===== src/rtl/mipi_capture_ctrl.sv =====
// rtl/mipi_capture_ctrl.sv - frame-aligned capture sequencer for the CSI-2 deserializer
// Gates whole frames, measures line/pixel geometry and flags stalls or ragged lines.
module mipi_capture_ctrl #(
  parameter int CNT_WIDTH = 16,
  parameter int TMO_WIDTH = 24
) (
  input  logic                 clk,
  input  logic                 reset,
  input  logic                 start,
  input  logic                 stop,
  input  logic [7:0]           num_frames,
  input  logic [TMO_WIDTH-1:0] timeout_cycles,
  input  logic                 fvi,
  input  logic                 lvi,
  input  logic                 dvi,
  output logic                 des_enable,
  output logic                 capture_valid,
  output logic                 busy,
  output logic                 done,
  output logic                 timeout_err,
  output logic                 line_len_err,
  output logic [7:0]           frames_done,
  output logic [CNT_WIDTH-1:0] lines_last,
  output logic [CNT_WIDTH-1:0] pixels_last
);

  typedef enum logic [2:0] {IDLE, ARM, WAIT_FS, CAPTURE, DONE} state_t;
  state_t state, state_nxt;

  localparam logic [CNT_WIDTH-1:0] CNT_MAX = '1;

  logic                 fvi_q, lvi_q, des_en_q, stop_pend;
  logic [CNT_WIDTH-1:0] line_cnt, pix_cnt, ref_len;
  logic [TMO_WIDTH-1:0] tmo_cnt;

  logic                 fs, fe, le, activity, tmo_hit, last_frame;
  logic [CNT_WIDTH-1:0] pix_nxt, line_nxt;
  logic [7:0]           fd_nxt;

  assign fs       = fvi & ~fvi_q;
  assign fe       = ~fvi & fvi_q;
  assign le       = ~lvi & lvi_q;
  assign activity = dvi | (fvi ^ fvi_q) | (lvi ^ lvi_q);
  assign tmo_hit  = (timeout_cycles != '0) && (tmo_cnt == timeout_cycles - TMO_WIDTH'(1));

  assign pix_nxt    = (lvi && dvi && pix_cnt != CNT_MAX) ? pix_cnt + CNT_WIDTH'(1) : pix_cnt;
  assign line_nxt   = (line_cnt != CNT_MAX) ? line_cnt + CNT_WIDTH'(1) : line_cnt;
  assign fd_nxt     = (frames_done != 8'hFF) ? frames_done + 8'd1 : frames_done;
  assign last_frame = stop_pend || stop || (num_frames != 8'd0 && fd_nxt == num_frames);

  // The enable is cut as soon as reset is raised, not one edge later.
  assign des_enable    = des_en_q & ~reset;
  assign capture_valid = (state == CAPTURE) || (state == WAIT_FS && fs);

  always_comb begin
    state_nxt = state;
    case (state)
      IDLE:    if (start) state_nxt = ARM;
      ARM:     if (tmo_hit || stop) state_nxt = DONE;
               else if (!fvi) state_nxt = WAIT_FS;
      WAIT_FS: if (tmo_hit || stop) state_nxt = DONE;
               else if (fs) state_nxt = CAPTURE;
      CAPTURE: if (tmo_hit) state_nxt = DONE;
               else if (fe) state_nxt = last_frame ? DONE : WAIT_FS;
      DONE:    state_nxt = IDLE;
      default: state_nxt = IDLE;
    endcase
  end

  always_ff @(posedge clk) begin
    if (reset) begin
      state        <= IDLE;
      fvi_q        <= 1'b0;
      lvi_q        <= 1'b0;
      des_en_q     <= 1'b0;
      busy         <= 1'b0;
      done         <= 1'b0;
      timeout_err  <= 1'b0;
      line_len_err <= 1'b0;
      frames_done  <= '0;
      lines_last   <= '0;
      pixels_last  <= '0;
      line_cnt     <= '0;
      pix_cnt      <= '0;
      ref_len      <= '0;
      stop_pend    <= 1'b0;
      tmo_cnt      <= '0;
    end else begin
      state <= state_nxt;
      fvi_q <= fvi;
      lvi_q <= lvi;
      done  <= 1'b0;

      if (state == IDLE || state == DONE || activity) tmo_cnt <= '0;
      else if (tmo_cnt != '1) tmo_cnt <= tmo_cnt + TMO_WIDTH'(1);

      case (state)
        IDLE: begin
          if (start) begin
            des_en_q     <= 1'b1;
            busy         <= 1'b1;
            frames_done  <= '0;
            timeout_err  <= 1'b0;
            line_len_err <= 1'b0;
            stop_pend    <= 1'b0;
          end
        end
        ARM, WAIT_FS: begin
          if (tmo_hit) timeout_err <= 1'b1;
          else if (state == WAIT_FS && !stop && fs) begin
            line_cnt <= '0;
            pix_cnt  <= '0;
          end
        end
        CAPTURE: begin
          // An expiring timeout abandons the frame: nothing about it is recorded.
          if (tmo_hit) timeout_err <= 1'b1;
          else begin
            if (stop) stop_pend <= 1'b1;
            pix_cnt <= pix_nxt;
            if (le) begin
              pixels_last <= pix_nxt;
              pix_cnt     <= '0;
              line_cnt    <= line_nxt;
              if (line_cnt == '0) ref_len <= pix_nxt;
              else if (pix_nxt != ref_len) line_len_err <= 1'b1;
            end
            if (fe) begin
              lines_last  <= le ? line_nxt : line_cnt;
              frames_done <= fd_nxt;
            end
          end
        end
        DONE: begin
          des_en_q  <= 1'b0;
          busy      <= 1'b0;
          done      <= 1'b1;
          stop_pend <= 1'b0;
        end
        default: ;
      endcase
    end
  end

endmodule


===== config.mk =====
export PLATFORM = sky130hd
export DESIGN_NAME = mipi_capture_ctrl
export DESIGN_NICKNAME = d
export VERILOG_FILES = /design/src/rtl/mipi_capture_ctrl.sv
export SDC_FILE = /design/constraint.sdc
export NUM_CORES = 1
export LEC_CHECK = 0
export ABC_CLOCK_PERIOD_IN_PS = 6400
export CAP_MARGIN = 20
export CORE_MARGIN = 3
export CORE_UTILIZATION = 35
export DETAILED_ROUTE_END_ITERATION = 16
export DONT_BUFFER_PORTS = 1
export PLACE_DENSITY = 0.55
export SLEW_MARGIN = 25
export SYNTH_ARGS = -nofsm -noshare
export SYNTH_HDL_FRONTEND = slang
export SYNTH_SLANG_ARGS = --single-unit
export TNS_END_PERCENT = 50

===== constraint.sdc =====
create_clock -name clk -period 6.4 [get_ports clk]
set_input_delay 1.6 -clock clk [delete_from_list [all_inputs] [get_ports clk]]
set_output_delay 1.6 -clock clk [all_outputs]
set_load 0.01 [all_outputs]

Word level (Yosys, flattened, before mapping)
Index checks and enable logic that the tools add are counted.

Input bits: 39. Logic and storage cells: 131. Register bits after elaboration: 122. Output and inout bits: 46.

Add/sub/neg operators: 5. Reduce and logical (&&, ||, !) cells: 36. Multiplexer cells: 38. Eq/ne operators: 24. Bitwise gates (word level): 13.

Operators with widths (number): 2-to-1 mux 16 bit (8); one-hot mux 16 bit (2 select lines) (2); adder 16 x 1 -> 16 bit, second input constant (2); 2-to-1 mux 8 bit (4); inequality test 16 bit, second input constant (2); adder 24 x 1 -> 24 bit, second input constant (1); equality test 24 bit (1); 2-to-1 mux 3 bit (8); inequality test 24 bit, second input constant (1); nonzero test 24 bit (1); subtractor 24 x 1 -> 24 bit, second input constant (1); AND reduction 4 bit (5); zero test 16 bit (1); inequality test 16 bit (1); inequality test 2 bit, second input constant (8); one-hot mux 8 bit (2 select lines) (1); one-hot mux 3 bit (4 select lines) (1); 2-to-1 mux 1 bit (10); AND reduction 3 bit (3); adder 8 x 1 -> 8 bit, second input constant (1); equality test 8 bit (1); inequality test 8 bit, second input constant (1); nonzero test 2 bit (4); nonzero test 8 bit (1); 21 further kinds (47).

Longest topological paths before layout
Depth after elaboration: 9. Mapped depth: 14. Gate-level depth less buffers: 11.

Least setup slack after synthesis
OpenSTA, ideal clock, no wires.

Path kind: input-to-reg. Start point: input timeout_cycles[2]. End point: register state[0]. Setup time: 70 ps. Cell stages on the path: 11. Data required time: 6330 ps. Buffers on the path: 2. Arrival time: 4384 ps. Slack: 1946 ps. Cell sequence: buf_6 or4_4 nor4_4 nand2_1 a311o_1 a2111oi_2 and4_1 buf_4 nor2_1 or4_1 a21oi_1.

Longest elaborated chain between the ends: 6. Elaborated cells between the ends (all ways): 13. Those cells by class: add/sub: 1; eq/ne: 4; mux: 4; reduce/logical: 4.

Ends and longest elaborated chain: start: declaration (RTL line 12) `input logic [TMO_WIDTH-1:0] timeout_cycles,`; subtractor 24 x 1 -> 24 bit (RTL line 44) `assign tmo_hit = (timeout_cycles != '0) && (tmo_cnt == timeout_cycles - TMO_WIDTH'(1));`; equality test 24 bit (RTL line 44); logical AND 1 bit (*) (RTL line 44); logical OR 1 bit (RTL line 59, 61); inequality test 3 x 2 -> 1 bit (no line), or another cell as far along; AND reduction 4 bit (no line) or one-hot mux 3 bit (4 select lines) (tied branches); end signal: assignment (RTL line 89) `state <= state_nxt;`; end: declaration (RTL line 28) `state_t state, state_nxt;`.

Mark *: on every way between the ends. The rest lies on a longest branch, timed or not. A chain may end at the register's enable or synchronous reset.

Final worst setup path
Start point: input timeout_cycles[0]. End point: register line_cnt[9].

Longest elaborated chain between the ends: 5. Elaborated cells between the ends (all ways): 7. Those cells by class: add/sub: 1; eq/ne: 3; reduce/logical: 3.

Ends and longest elaborated chain: subtractor 24 x 1 -> 24 bit (RTL line 44); equality test 24 bit (RTL line 44); logical AND 1 bit (*) (RTL line 44); inequality test 2 bit (no line); AND reduction 4 bit (no line) (*); end signal: assignment (RTL line 124) `line_cnt <= line_nxt;`; end: declaration (RTL line 33) `logic [CNT_WIDTH-1:0] line_cnt, pix_cnt, ref_len;`.

Marked as above.

==> impl_results.md <==
* Fmax achieved at 212 MHz
* GPL Wtd Cong at 0.907
* Placed insts at 1158
* Seq/Total Area, Yosys at 33.3%
* Hold Slack at 0.480 ns
* CTS tree: done
* Core Box Area at 20400 um^2
* Final worst slack at 1.68 ns
* Commonest non-fill, non-tap cell in the layout: nor2_1
* Remaining global-route overflow at 0
* Largest net degree at the start of global routing at 90
* Total CTS buffers at 17
* Starting Density at 35.9%
* Max Root-Sink Buffers at 2
* Worst hold path type: register to register
* Cell count after synthesis at 932
* Peak supply drop at 0.000147 V
* Synth unique cells at 72
* Reg clk slew, reported paths at 0.05 ns
* CTS Hold Bufs at 0
* Worst Path Buf+Inv at 2
* Post-route DRC at 0
* Resized cells post-CTS at 0
* Status: complete, no violations
* Die height at 151 um
* Mapped Area at 7340 um^2
* Row count at 52
* Kind of critical path: input pin to register
* Post-Route Utilization at 40.0%
* Wire per inst at 17.4 um
* Worst path required time at 6.74 ns
* Die area at 22800 um^2
* GR Util All Layers at 18.3%
* Fillers at 2129
* Commonest cells after routing, fill and taps aside: nor2_1 (137), dfxtp_1 (122), nand2_1 (73)
* Sequential power share at 40.6%
* Unrepaired setup endpoints after global routing: no
* Delay-heaviest family, CP: simple AND/OR/NAND/NOR gates
* Layout Skew at 0.00831 ns
* CP Capture Type: register
* Worst skew pair latency at 0.42 ns
* Internal power at 1490 uW
* Ports at 85
* Synth async-reset ratio at 0%
* Postcts setup bufs at 0
* Hold path depth at 2
* Clock root cell: clkbuf_16
* Combinational share of power at 4.1%
* Crit-path max FO at 21
* Initial antenna violation count at 0
* Pleak at 0.00265 uW
* Critical Path AT at 5.06 ns
* Primary FF master, synth: dfxtp_1
* Non-filler instance count after layout at 1190
* Slew Limit Fails at 0
* Vias/cell at 5.63
* Setup TNS at 0 ns
* Hold Path End: line_cnt[0]
* Worst setup SP type: input pin
* Antenna-violating nets left at 0
* Post-place setup slack at 1.18 ns
* Setup violators final at 0
* CTS sink cnt at 122
* Final worst-path cycle share at 73.8%
* Share of cells above drive strength 1 at 7.17%
* DP Wirelength at 14900 um
* YS warnings at 0
* CP max stage cell: nand2_1
* Die Wd at 151 um
* Starting DRT DRC Count at 443
* DRT Pass-1 Iters at 5
* PD cells at 232 nW/um^2
* Synth Area per Inst at 7.88 um^2
* Syn_nets at 980
* Final WL at 20800 um
* Max incr delay on CP at 0.64 ns
* R2R depth at 10
* Cells along the critical path: inv_1 > ha_1 > or4b_2 > nor4_1 > mux2i_1 > nand4_1 > nor4_1 > nand4_1 > nand2_1 > buf_4 > a2bb2oi_1 > o22ai_1
* Max-cap violations at 0
* CTS H-Tree Depth at 4
* Setup slack, reg-to-reg at 2.80 ns
* # port buffers at 0
* Post-synth EDFFs at 0
* Largest cells by area after synthesis: dfxtp_1 (33%), nor2_1 (7.1%), xnor2_1 (5.4%)
* Post-synthesis register bit count at 122
* First-pass GRT wire length at 33300 um
* Worst r2r src: pix_cnt[0]
* Worst-Margin Slew at 0.998 ns
* Via count at 6702
* Synth top area share at 33.3%
* Max_slew headroom at 33.2%
* Hold_sp: line_cnt[0]
* NetSw at 404 uW
* Yosys top cell by area: dfxtp_1
* Final net count at 956
* Vias in the first global route at 6191
* Tmin final at 4.72 ns
* Diode count at 0
* Final hold vios at 0
* Switch share at 21.3%
* R2r endpoint: line_len_err
* Clock power frac at 55.3%
* Area Growth Syn to Fin at 11.3%
cells by family (layout without fill, tap and decap cells):
kind of cell,count (synthesis),after routing,share of synthesized area [%]
simple gates,426,426,29.9
compound gates,196,196,18.1
flops,122,122,33.3
xor+xnor,83,83,9.90
buf+inv,73,61,4.09
mux,23,23,3.19
fa+ha+maj,9,9,1.53
stage by stage:
stage               total power, uW  area (um^2)
floorplan                       854         7340
global placement                862         7510
detailed placement              862         7520
CTS                            1920         8160
global route                   1960         8170
finish                         1890         8170
power groups by stage:
stage                     Sequential (uW)  Clock, uW  Combinational (uW)
final                                 769       1050                78.0
after global placement                785          0                77.4
after CTS                             768       1070                77.9
after global routing                  769       1110                86.9
after detailed placement              785          0                77.4
after floorplan                       782          0                71.9
cell usage after synthesis (all sizes together) (8+ instances only):
cell and instances:
or2 9, dfxtp 122, a22oi 8, and2 11, mux2i 20, or4 10
buf 10, nor4 19, and3 19, nand4 25, xnor2 45, nor3 24
ha 9, clkbuf 41, nand2 73, a21oi 50, xor2 38, a31oi 13
or3 12, o21ai 27, and4 8, a211oi 36, nand3 45, inv 21
nor2 138
worst reg2reg max path, stage by stage, from the launching register on:
cell and delay [ns]:
dfxtp_1 0.44, ha_1 0.26, nand3_1 0.20, or3_1 0.45
o21ai_0 0.43, o21ai_0 0.20, and2_1 0.24, a211oi_1 0.42
o311ai_0 0.21, o41ai_1 0.56, a21oi_1 0.07
registers in the layout, indices dropped and copies added (netlist names), 3 cells and up:
signal,cells
tmo_cnt,24
line_cnt,16
frames_done,8
pixels_last,16
lines_last,16
state,3
ref_len,16
pix_cnt,16
how the worst max path moves through the flow:
| stage | startpoint | end | cells after the start |
|---|---|---|---|
| 2_1_floorplan | timeout_cycles[2] | state[0] | 11 |
| 3_3_place_gp | timeout_cycles[0] | line_cnt[0] | 11 |
| 3_5_place_dp | timeout_cycles[0] | lines_last[9] | 12 |
| 4_1_cts | timeout_cycles[0] | lines_last[9] | 12 |
| 5_1_grt | timeout_cycles[0] | line_cnt[3] | 12 |
| 6_report | timeout_cycles[0] | line_cnt[9] | 12 |
metal layers:
layer  vias up  part of all wire, %  global-route usage, %
met5         -                    0                      0
met1      3138                   48                   25.0
met3        28                  6.3                   5.39
met4         0                  1.8                   6.35
li1       3375                    -                      -
met2       161                   44                   27.7
layout make-up:
type,count,area (um^2),area share [%]
multi-input cells,737,4600,56.3
flip-flops and latches,122,2440,29.9
clock buffers,18,439,5.37
well taps,270,338,4.13
clock inverters,13,200,2.45
inverters,22,82.6,1.01
repair buffers,8,67.6,0.827
(Power assumes the default switching activity.)
